[src/rtl/sub16_serial_if.sv]
// Handshake and operand/result bundle for the nibble-serial subtractor.
// The requester uses the master modport and the subtractor uses slave.
interface sub16_serial_if;
    logic        start;
    logic [15:0] A;
    logic [15:0] B;
    logic        Bin;
    logic        busy;
    logic        done;
    logic [15:0] Diff;
    logic        Bout;
    logic        Zero;
    logic        Ovf;

    modport master (output start, A, B, Bin,
                    input  busy, done, Diff, Bout, Zero, Ovf);
    modport slave  (input  start, A, B, Bin,
                    output busy, done, Diff, Bout, Zero, Ovf);
endinterface

[src/rtl/sub16_serial.sv]
// Nibble-serial 16-bit subtractor: Diff = A - B - Bin, one 4-bit slice per clock,
// LSB slice first, with the borrow chained through a register. Start/busy/done handshake.
module sub16_serial (
    input  logic           clk,
    input  logic           rst,
    sub16_serial_if.slave  bus
);
    typedef enum logic [1:0] {IDLE, RUN, DONE} state_t;

    state_t      state;
    logic [15:0] a_q, b_q, acc_q;
    logic        borrow_q;
    logic [1:0]  idx_q;
    logic        busy_q, done_q, bout_q, zero_q, ovf_q;
    logic [15:0] diff_q;

    logic [3:0]  a_sl, b_sl;
    logic [4:0]  slice;
    logic        borrow_nxt;
    logic [15:0] acc_nxt;

    // Bit 4 of the 5-bit difference goes high exactly when the slice underflows.
    always_comb begin
        a_sl       = a_q[{idx_q, 2'b00} +: 4];
        b_sl       = b_q[{idx_q, 2'b00} +: 4];
        slice      = {1'b0, a_sl} - {1'b0, b_sl} - {4'b0000, borrow_q};
        borrow_nxt = slice[4];
        acc_nxt    = acc_q;
        acc_nxt[{idx_q, 2'b00} +: 4] = slice[3:0];
    end

    always_ff @(posedge clk) begin
        if (rst) begin
            state    <= IDLE;
            a_q      <= '0;
            b_q      <= '0;
            acc_q    <= '0;
            borrow_q <= 1'b0;
            idx_q    <= '0;
            busy_q   <= 1'b0;
            done_q   <= 1'b0;
            diff_q   <= '0;
            bout_q   <= 1'b0;
            zero_q   <= 1'b0;
            ovf_q    <= 1'b0;
        end else begin
            case (state)
                IDLE, DONE: begin
                    done_q <= 1'b0;
                    if (bus.start) begin
                        a_q      <= bus.A;
                        b_q      <= bus.B;
                        borrow_q <= bus.Bin;
                        acc_q    <= '0;
                        idx_q    <= '0;
                        busy_q   <= 1'b1;
                        state    <= RUN;
                    end else begin
                        state    <= IDLE;
                    end
                end
                RUN: begin
                    acc_q    <= acc_nxt;
                    borrow_q <= borrow_nxt;
                    idx_q    <= idx_q + 2'd1;
                    if (idx_q == 2'd3) begin
                        diff_q <= acc_nxt;
                        bout_q <= borrow_nxt;
                        zero_q <= (acc_nxt == 16'h0000);
                        ovf_q  <= (a_q[15] != b_q[15]) && (acc_nxt[15] != a_q[15]);
                        done_q <= 1'b1;
                        busy_q <= 1'b0;
                        state  <= DONE;
                    end
                end
                default: begin
                    busy_q <= 1'b0;
                    done_q <= 1'b0;
                    state  <= IDLE;
                end
            endcase
        end
    end

    assign bus.busy = busy_q;
    assign bus.done = done_q;
    assign bus.Diff = diff_q;
    assign bus.Bout = bout_q;
    assign bus.Zero = zero_q;
    assign bus.Ovf  = ovf_q;
endmodule
[src/flat_wrapper.sv]
// flat-port wrapper written by rule: the top's interface ports become plain ports
module sub16_serial_flat 
  (clk, rst, bus_start, bus_A, bus_B, bus_Bin, bus_busy, bus_done, bus_Diff, bus_Bout, bus_Zero, bus_Ovf);
  sub16_serial_if bus_i ();
  input  logic clk;
  input  logic rst;
  input wire logic [$bits(bus_i.start)-1:0] bus_start;
  input wire logic [$bits(bus_i.A)-1:0] bus_A;
  input wire logic [$bits(bus_i.B)-1:0] bus_B;
  input wire logic [$bits(bus_i.Bin)-1:0] bus_Bin;
  output wire logic [$bits(bus_i.busy)-1:0] bus_busy;
  output wire logic [$bits(bus_i.done)-1:0] bus_done;
  output wire logic [$bits(bus_i.Diff)-1:0] bus_Diff;
  output wire logic [$bits(bus_i.Bout)-1:0] bus_Bout;
  output wire logic [$bits(bus_i.Zero)-1:0] bus_Zero;
  output wire logic [$bits(bus_i.Ovf)-1:0] bus_Ovf;
  assign bus_i.start = bus_start;
  assign bus_i.A = bus_A;
  assign bus_i.B = bus_B;
  assign bus_i.Bin = bus_Bin;
  assign bus_busy = bus_i.busy;
  assign bus_done = bus_i.done;
  assign bus_Diff = bus_i.Diff;
  assign bus_Bout = bus_i.Bout;
  assign bus_Zero = bus_i.Zero;
  assign bus_Ovf = bus_i.Ovf;
  sub16_serial u_core (.clk(clk), .rst(rst), .bus(bus_i));
endmodule
[config.mk]
export PLATFORM = sky130hd
export DESIGN_NAME = sub16_serial_flat
export DESIGN_NICKNAME = d
export VERILOG_FILES = /design/src/rtl/sub16_serial_if.sv /design/src/rtl/sub16_serial.sv /design/src/flat_wrapper.sv
export SDC_FILE = /design/constraint.sdc
export NUM_CORES = 1
export LEC_CHECK = 0
export BUFFER_PORTS_ARGS = -buffer_cell sky130_fd_sc_hd__clkbuf_2
export CELL_PAD_IN_SITES_DETAIL_PLACEMENT = 1
export CELL_PAD_IN_SITES_GLOBAL_PLACEMENT = 1
export CORE_MARGIN = 5
export CORE_UTILIZATION = 39
export DETAILED_ROUTE_END_ITERATION = 7
export HOLD_SLACK_MARGIN = 0.12
export PLACE_DENSITY_LB_ADDON = 0.1
export SETUP_SLACK_MARGIN = 0.4
export SYNTH_ARGS = -nofsm -noshare
export SYNTH_HDL_FRONTEND = slang
export SYNTH_SLANG_ARGS = --single-unit
[constraint.sdc]
create_clock -name clk -period 6 [get_ports clk]
set_input_delay 1.2 -clock clk [delete_from_list [all_inputs] [get_ports clk]]
set_output_delay 1.2 -clock clk [all_outputs]
set_load 0.005 [all_outputs]
# Yosys cells after proc, flatten, opt, wreduce, memory -nomap -nowiden
# Index checks and enable logic that the tools add are counted.
# W data, S select, Z words.
[classes]
n_addsub = 4
multipliers = 0
div_mod_pow = 0
n_lt_le_gt_ge = 0
n_eq_ne = 7
shifts = 4
n_mux = 13
bitwise_logic = 1
reduce_logical = 10
[op_table]
columns = ["op", "count"]
rows = [
  ["$pmux W16 S2", 1],
  ["$shiftx A16 B5 Y4", 2],
  ["$bwmux W16", 1],
  ["$logic_not A16 Y1", 1],
  ["$mux W16", 1],
  ["$shift A4 B6 Y16 const A", 1],
  ["$shiftx A4 B6 Y16", 1],
  ["$pmux W2 S2", 2],
  ["$reduce_and A2 Y1", 4],
  ["$neg A4 Y6", 1],
  ["$sub A4 B4 Y5", 1],
  ["$sub A5 B1 Y5", 1],
  ["$eq A2 B2 Y1 const B", 2],
  ["$mux W1", 4],
  ["$mux W2", 2],
  ["$pmux W1 S2", 2],
  ["$reduce_or A2 Y1", 2],
  ["$add A2 B1 Y2 const B", 1],
  ["$eq A2 B1 Y1 const B", 1],
  ["$logic_not A2 Y1", 1],
  ["$ne A1 B1 Y1", 2],
  ["$ne A2 B1 Y1 const B", 1],
  ["$ne A2 B2 Y1 const B", 1],
  ["$reduce_bool A2 Y1", 1],
  ["other kinds (2)", 2],
]
[word_totals]
regBits = 74
latchBits = 0
ram_bits = 0
mem_bits_ro = 0
inputBits = 36
output_inout_bits = 21
elab_cells = 51
n_memories = 0

# Longest topological paths before layout
# Gate-level depths: netlist of the first run.
[logic_depth]
word_depth = 7
mapped_depth = 12
mapped_depth_nobuf = 10

# Worst setup path before layout of the first run
# No wires, ideal clock.
[synth_timing]
path_kind = "register to register"
startpoint = "register u_core.idx_q[0]"
endpoint = "register u_core.diff_q[11] (netlist: u_core.bus.Diff[11])"
setup_time_ns = 0.137
arrival_time_ns = 3.092
t_required_ns = 5.863
slack_ns = 2.770
path_stages_with_launch = 12
path_buffers = 2
period_less_slack_ns = 3.230
path_cell_list = "dfxtp_1 > buf_6 > buf_2 > mux4_2 > ha_1 > inv_1 > ha_1 > or4b_1 > a2bb2oi_1 > o211a_1 > a22oi_1 > a211oi_1"
[synth_between]
elab_chain_len = 5
word_cells_on_any_way = 10
classes_between = "add/sub (3); eq/ne (1); shift (4); mux (1); reduce/logical (1)"
[synth_lines]
columns = ["element", "line", "source"]
rows = [
  ["start: declaration", "sub16_serial.sv:13", "logic [1:0] idx_q;"],
  ["start signal: assignment", "sub16_serial.sv:65", "idx_q <= idx_q + 2'd1;"],
  ["$shiftx A16 B5 Y4 (on tied branches)", "sub16_serial.sv:24, sub16_serial.sv:25", ""],
  ["$sub A4 B4 Y5", "sub16_serial.sv:26", "slice = {1'b0, a_sl} - {1'b0, b_sl} - {4'b0000, borrow_q};"],
  ["$sub A5 B1 Y5", "sub16_serial.sv:26", ""],
  ["$shiftx A4 B6 Y16", "sub16_serial.sv:29", "acc_nxt[{idx_q, 2'b00} +: 4] = slice[3:0];"],
  ["$bwmux W16", "sub16_serial.sv:29", ""],
  ["end signal: assignment", "sub16_serial.sv:67", "diff_q <= acc_nxt;"],
  ["end: declaration", "sub16_serial.sv:15", "logic [15:0] diff_q;"],
]
# Parallel ways exist; a longest one is shown, timed or not.
# A chain may end at the register's enable or synchronous reset.

# Final worst setup path of the first run
[layout_timing]
startpoint = "register u_core.idx_q[0]"
endpoint = "register u_core.acc_q[11]"
[layout_between]
elab_chain_len = 6
word_cells_on_any_way = 9
classes_between = "add/sub (3); shift (4); mux (2)"
[layout_lines]
columns = ["element", "line", "source"]
rows = [
  ["$shiftx A16 B5 Y4 (on tied branches)", "sub16_serial.sv:24, sub16_serial.sv:25", ""],
  ["$sub A4 B4 Y5", "sub16_serial.sv:26", ""],
  ["$sub A5 B1 Y5", "sub16_serial.sv:26", ""],
  ["$shiftx A4 B6 Y16", "sub16_serial.sv:29", ""],
  ["$bwmux W16 (*)", "sub16_serial.sv:29", ""],
  ["$pmux W16 S2 (*)", "sub16_serial.sv:47", "case (state)"],
  ["end signal: assignment", "sub16_serial.sv:63", "acc_q <= acc_nxt;"],
  ["end: declaration", "sub16_serial.sv:11", "logic [15:0] a_q, b_q, acc_q;"],
]
# Every way passes the cells marked *; elsewhere a longest branch is shown, timed or not.

==> metrics.cfg, run 1 <==
[run_status]
status=completed

[layout]
multiInputGateArea_um2=1760
utilization=0.454
layout-drive-gt1-share=0.198
layout-area-overhead-vs-synth_pct=15.1
fin_nets=487
n_antenna_cell=0
fillers=1051
register_area_um2=1480

[clock_network]
cts_resized=0
htree_levels=3
cts_buffers=9
cts_setup_buffers=0
clock_path_buffers=2
cts_hold_buf=0
cts.sinks=74
root_buffer=clkbuf_8
clock_latency_ps=340
cts_tree=done
clk_pin_slew_ps=70

[flow_run]
cap_viol_max_count=0

[logic_synthesis]
post-synth-top-count-cell=nand2_1
synth-main-ff-cell=dfxtp_1
yosys_register_bits=74
synthArstFlopShare=0
yosys.area.top_type=dfxtp_1
synth_top_area_share=0.437
netlist_area_um2=3390
synthTopCellsByArea=dfxtp_1, nand2_1, a21oi_1, mux4_2, a211oi_1
postSynthCellCount=394
ys_types=46
synth_edf_count=0
avgSynthCellArea_um2=8.60
yosysWarningCount=0
ys_seq_area_frac=0.437
synthesis.nets=442
synth_commonest_cells=nand2_1, dfxtp_1, a21oi_1, nor2_1, clkbuf_1

[sta]
worst_pin_slew_ps=1190
hold_viol=0
clock_skew_ps=8.30
clock.fmax_ghz=0.269
rsz0062_at_grt=no
finalCritPeriodShare=0.621
period_needed_ps=3720
slew_violations=0
maxSlewHeadroom=0.206
fin_tns_setup_ps=0
finalSetupViolations=0

[die]
die_w_um=103
ios=57
fp.coreArea_um2=8590
die_h_um=103
die-area_um2=10700
initial_utilization=0.394
num_rows=34

[power_and_ir_drop]
powerDensity_nw_per_um2=264
vdd_drop_max_mv=0.131
p_leak_nw=1.52
power.total_mw=1.03

[grt]
grt_pass1_wl_um=14200
gr-total-overflow=0
grt_max_degree=50
grt_use_total=0.170
grt_pass1_vias=2978
antenna_found_initial=0

[worst_setup_path]
crit_required_ps=6190
worst_r2r_startpoint=u_core.idx_q[0]
crit_path_start_kind=flip-flop
worstSetupStartpoint=u_core.idx_q[0]
crit_type=reg2reg
endpoint_kind=flip-flop
arrival_ps=3920
path_max_fanout=21

[min_path]
min_path_type=reg2reg
hold_path.startpoint=u_core.b_q[0]

[place]
gp_congestion=0.854
port_buffers=56
dp_hpwl_um=6190

[route]
viasPerCell=5.18
drtIter0Drc=77
drt_wl_total_um=8410
vias=2861
drc=0
postRouteAntennaNets=0
drtPass1Iterations=4
wl_per_cell_um=15.2

[final timing paths]
path	cells after the start	to	slack [ps]
worst max-delay path	9	u_core.acc_q[11]	2280
worst min register to register	2	u_core.b_q[0]	450
worst min-delay path	2	u_core.b_q[0]	450
worst max register to register	9	u_core.acc_q[11]	2280
[cells in the final DEF, fill, tap and decap left out, types with 4 or more instances in the layout]
master,count
dfxtp_1,74
a31oi_1,6
clkbuf_8,10
a21oi_1,40
o21ai_0,16
ha_1,10
a211oi_1,17
nor2b_1,16
mux4_2,7
nand2_1,85
nand2b_1,7
inv_1,13
buf_4,4
nor2_1,30
clkbuf_2,56
[power by group]
| group | internal, mW | switching [mW] | total [mW] | leakage, nW |
|---|---|---|---|---|
| registers | 0.509 | 0.0156 | 0.525 | 0.602 |
| logic | 0.0708 | 0.102 | 0.172 | 0.834 |
| clock network | 0.160 | 0.172 | 0.332 | 0.0872 |
[metrics by stage]
step / setup slack (ps) / std cells / hold slack, ps / area, µm²
after floorplan: 2770 / 394 / 417 / 3390
after global placement: 2330 / 536 / 433 / 3740
after detailed placement: 2240 / 536 / 447 / 3740
after CTS: 2230 / 552 / 457 / 3900
after global routing: 1960 / 552 / 482 / 3900
final: 2280 / 552 / 454 / 3900
[registers in the layout, indices dropped and copies added, names as in the netlist]
register and cells:
u_core.borrow_q 1, u_core.bus.busy 1, u_core.bus.Diff 16, u_core.state 2, u_core.a_q 16, u_core.bus.Ovf 1, u_core.acc_q 16, u_core.bus.done 1
u_core.bus.Zero 1, u_core.b_q 16, u_core.bus.Bout 1, u_core.idx_q 2
[layer usage]
metal | GRT usage | up-vias | part of all wire
met4 | 0.0428 | 0 | 0.011
met3 | 0.0429 | 9 | 0.036
li1 | - | 1459 | -
met1 | 0.200 | 1349 | 0.45
met2 | 0.306 | 44 | 0.50
met5 | 0 | - | 0
[area by class of cell]
| type | instances | share of cell area |
|---|---|---|
| tap | 108 | 0.0346 |
| clock inverter | 3 | 0.00385 |
| clock buffer | 13 | 0.0382 |
| inverter | 13 | 0.0125 |
| sequential | 74 | 0.380 |
| timing repair buffer | 60 | 0.0796 |
| multi-input combinational | 281 | 0.451 |
[logic make-up after synthesis]
kind of cell,share of synthesized area
xor+xnor,0.00517
fa+ha+maj,0.0487
simple gates,0.217
buf+inv,0.0458
flops,0.437
mux,0.0539
compound gates,0.192
[worst max-delay path, cell delays in order, from the launching register on]
cell and delay, ps:
dfxtp_1 980, mux4_2 610, ha_1 290, inv_1 40, ha_1 390, or4b_1 530, a2bb2oi_1 160, o211a_1 200
a22oi_1 260, o21ai_0 120
No activity file was read; power rests on OpenSTA's default activity.
==> run 2: changes to the inputs <==
- ABC_AREA: unset -> 1
- CORE_UTILIZATION: 39 -> 36
- clock period: 6 -> 3 ns (I/O delays scaled with it)
==> metrics.cfg, run 2 <==
[run_status]
status=completed

[sta]
clock_skew_ps=11.4  ; +3.13 ps
period_needed_ps=2570  ; -1160 ps
maxSlewHeadroom=0.354  ; +0.148
finalSetupViolations=0  ; unchanged
slew_violations=0  ; unchanged
clock.fmax_ghz=0.389  ; +45%
rsz0062_at_grt=yes
fin_tns_setup_ps=0  ; unchanged
finalCritPeriodShare=0.856  ; +0.235
worst_pin_slew_ps=967  ; -223 ps
hold_viol=0  ; unchanged

[logic_synthesis]
yosysWarningCount=0  ; unchanged
synth-main-ff-cell=dfxtp_1
yosys_register_bits=74  ; unchanged
synth_edf_count=0  ; unchanged
synthArstFlopShare=0  ; unchanged
ys_seq_area_frac=0.444  ; +0.00672
synthTopCellsByArea=dfxtp_1, nor2_1, o21ai_0, inv_1, nand2_1
post-synth-top-count-cell=nor2_1
postSynthCellCount=454  ; +15%
synth_top_area_share=0.444  ; +0.00672
ys_types=30  ; -35%
yosys.area.top_type=dfxtp_1
synthesis.nets=502  ; +14%
avgSynthCellArea_um2=7.35  ; -15%
netlist_area_um2=3340  ; -1.5%
synth_commonest_cells=nor2_1, dfxtp_1, o21ai_0, inv_1, nand2_1

[layout]
layout_common_cells=nor2_1, dfxtp_1, o21ai_0, clkbuf_2, inv_1
layout-drive-gt1-share=0.224  ; +0.0255
layout-area-overhead-vs-synth_pct=21.1
fin_nets=568  ; +17%
final_common_cell=nor2_1
n_antenna_cell=0  ; unchanged
fillers=1191  ; +13%
register_area_um2=1490  ; +0.51%
utilization=0.442  ; -0.0121
multiInputGateArea_um2=1580  ; -10%

[clock_network]
cts_buffers=9  ; unchanged
clock_latency_ps=350  ; about the same
clk_pin_slew_ps=80  ; about the same
cts.sinks=74  ; unchanged
htree_levels=3  ; unchanged
cts_tree=done
root_buffer=clkbuf_8
clock_path_buffers=2  ; unchanged

[grt]
grt_pass1_vias=3231  ; +8.5%
grt_pass1_wl_um=15700  ; +10%
antenna_found_initial=0  ; unchanged
grt_max_degree=37  ; -26%
gr-total-overflow=0  ; unchanged
grt_use_total=0.172  ; +0.00246

[route]
viasPerCell=4.89  ; -5.7%
drtPass1Iterations=4  ; unchanged
postRouteAntennaNets=0  ; unchanged
vias=3098  ; +8.3%
drt_wl_total_um=9300  ; +11%
wl_per_cell_um=14.7  ; -3.7%
drtIter0Drc=66  ; -14%
drc=0  ; unchanged

[worst_setup_path]
reg2reg_depth=15  ; +6
worstSetupStartpoint=u_core.idx_q[1]
timing.rr.end=u_core.bus.Zero
crit_path_start_kind=flip-flop
worst_r2r_startpoint=u_core.idx_q[1]
path_max_fanout=5  ; -76%
r2r_slack_ps=430  ; -1840 ps
endpoint_kind=flip-flop
crit_type=reg2reg
crit_end=u_core.bus.Zero
crit_required_ps=3240  ; -2950 ps
arrival_ps=2810  ; -1110 ps

[power_and_ir_drop]
vdd_drop_max_mv=0.188  ; +44%
p_leak_nw=1.80  ; +18%
powerDensity_nw_per_um2=561  ; +110%

[die]
die_w_um=106  ; +3.0%
ios=57  ; unchanged
die_h_um=106  ; +3.0%
initial_utilization=0.365  ; -0.0297
fp.coreArea_um2=9150  ; +6.5%
num_rows=35  ; +2.9%
die-area_um2=11300  ; +6.0%

[place]
gp_congestion=0.804  ; -5.8%
port_buffers=56  ; unchanged
dp_hpwl_um=6920  ; +12%

[min_path]
min_path_type=reg2reg

[flow_run]
cap_viol_max_count=0  ; unchanged

[run 2: cell types whose count changed in the layout (fill, tap and decap cells not counted), sizes merged, moves of 14 or more]
cell    delta
nor2      +59
o21ai     +48
inv       +47
a21oi     -31
nand2     -30
nand3     +26
o22ai     +22
nor2b     -17
a211oi    -16
buf       +14
[run 2: cell type report]
cell class                      count  share of cell area
Clock buffer                       11              0.0325
Clock inverter                      3              0.0105
Inverter                           60              0.0585
Multi-Input combinational cell    299               0.390
Sequential cell                    74               0.368
Tap cell                          111              0.0344
Timing Repair Buffer               75               0.104
Timing Repair inverter              1             0.00155
[run 2: timing repair]
action / CTS / global route
cloned: 1 / 0
setup buffers: 7 / 6
endpoints found under the setup margin: 2 / 6
hold buffers: 0 / 0
pin swaps: 2 / 5
resized for setup: 6 / 10
[run 2: cell families (layout without fill, tap and decap cells)]
kind of cell | count (synthesis) | in the layout | synth area share
flops | 74 | 74 | 0.444
buf+inv | 81 | 150 | 0.0967
xor+xnor | 2 | 2 | 0.00525
simple gates | 182 | 182 | 0.234
fa+ha+maj | 12 | 12 | 0.0495
compound gates | 103 | 103 | 0.171
[run 2: power by group]
part / switching [mW] / internal, mW / total (mW)
clock: 0.358 / 0.375 / 0.732
sequential: 0.0318 / 1.03 / 1.06
combinational: 0.292 / 0.183 / 0.475
[run 2: routing by layer]
metal / vias to the layer above / global-route usage / share of wire
met4: 0 / 0.0490 / 0.011
met3: 9 / 0.0370 / 0.028
met1: 1439 / 0.213 / 0.46
met2: 41 / 0.300 / 0.50
met5: - / 0 / 0
li1: 1609 / - / -
[run 2: critical path, stage by stage (launching register included)]
cell        delay, ps
dfxtp_4           380
clkinvlp_4        120
a32o_2            280
fa_2              380
inv_2              70
fa_1              440
nor2_2            130
nand2_2            90
o22ai_2           160
nor2_2             50
nand2_1            70
nor2_1             40
nand3_1            80
nor2_1             40
nand3_1            70
a21oi_1            60
[run 2: metrics by stage]
step | instance area (µm²) | setup slack (ps) | instances | hold slack, ps | power [mW]
finish | 4040 | 432 | 634 | 474 | 2.27
global route | 4040 | 267 | 634 | 507 | 2.41
CTS | 3980 | 428 | 628 | 477 | 2.28
detailed placement | 3730 | 250 | 606 | 465 | 1.52
global placement | 3730 | 345 | 606 | 457 | 1.52
floorplan | 3370 | 308 | 454 | 435 | 1.39
[run 2: worst min-delay path by stage]
stage	slack (ps)	startpoint	endpoint	cells past startpoint
finish	470	u_core.acc_q[0]	u_core.acc_q[0]	2
global route	510	bus_B[2]	u_core.b_q[2]	3
CTS	480	u_core.acc_q[0]	u_core.acc_q[0]	2
detailed placement	460	u_core.acc_q[0]	u_core.acc_q[0]	2
global placement	460	u_core.acc_q[15]	u_core.acc_q[15]	2
floorplan	430	u_core.state[0]	u_core.bus.busy	1
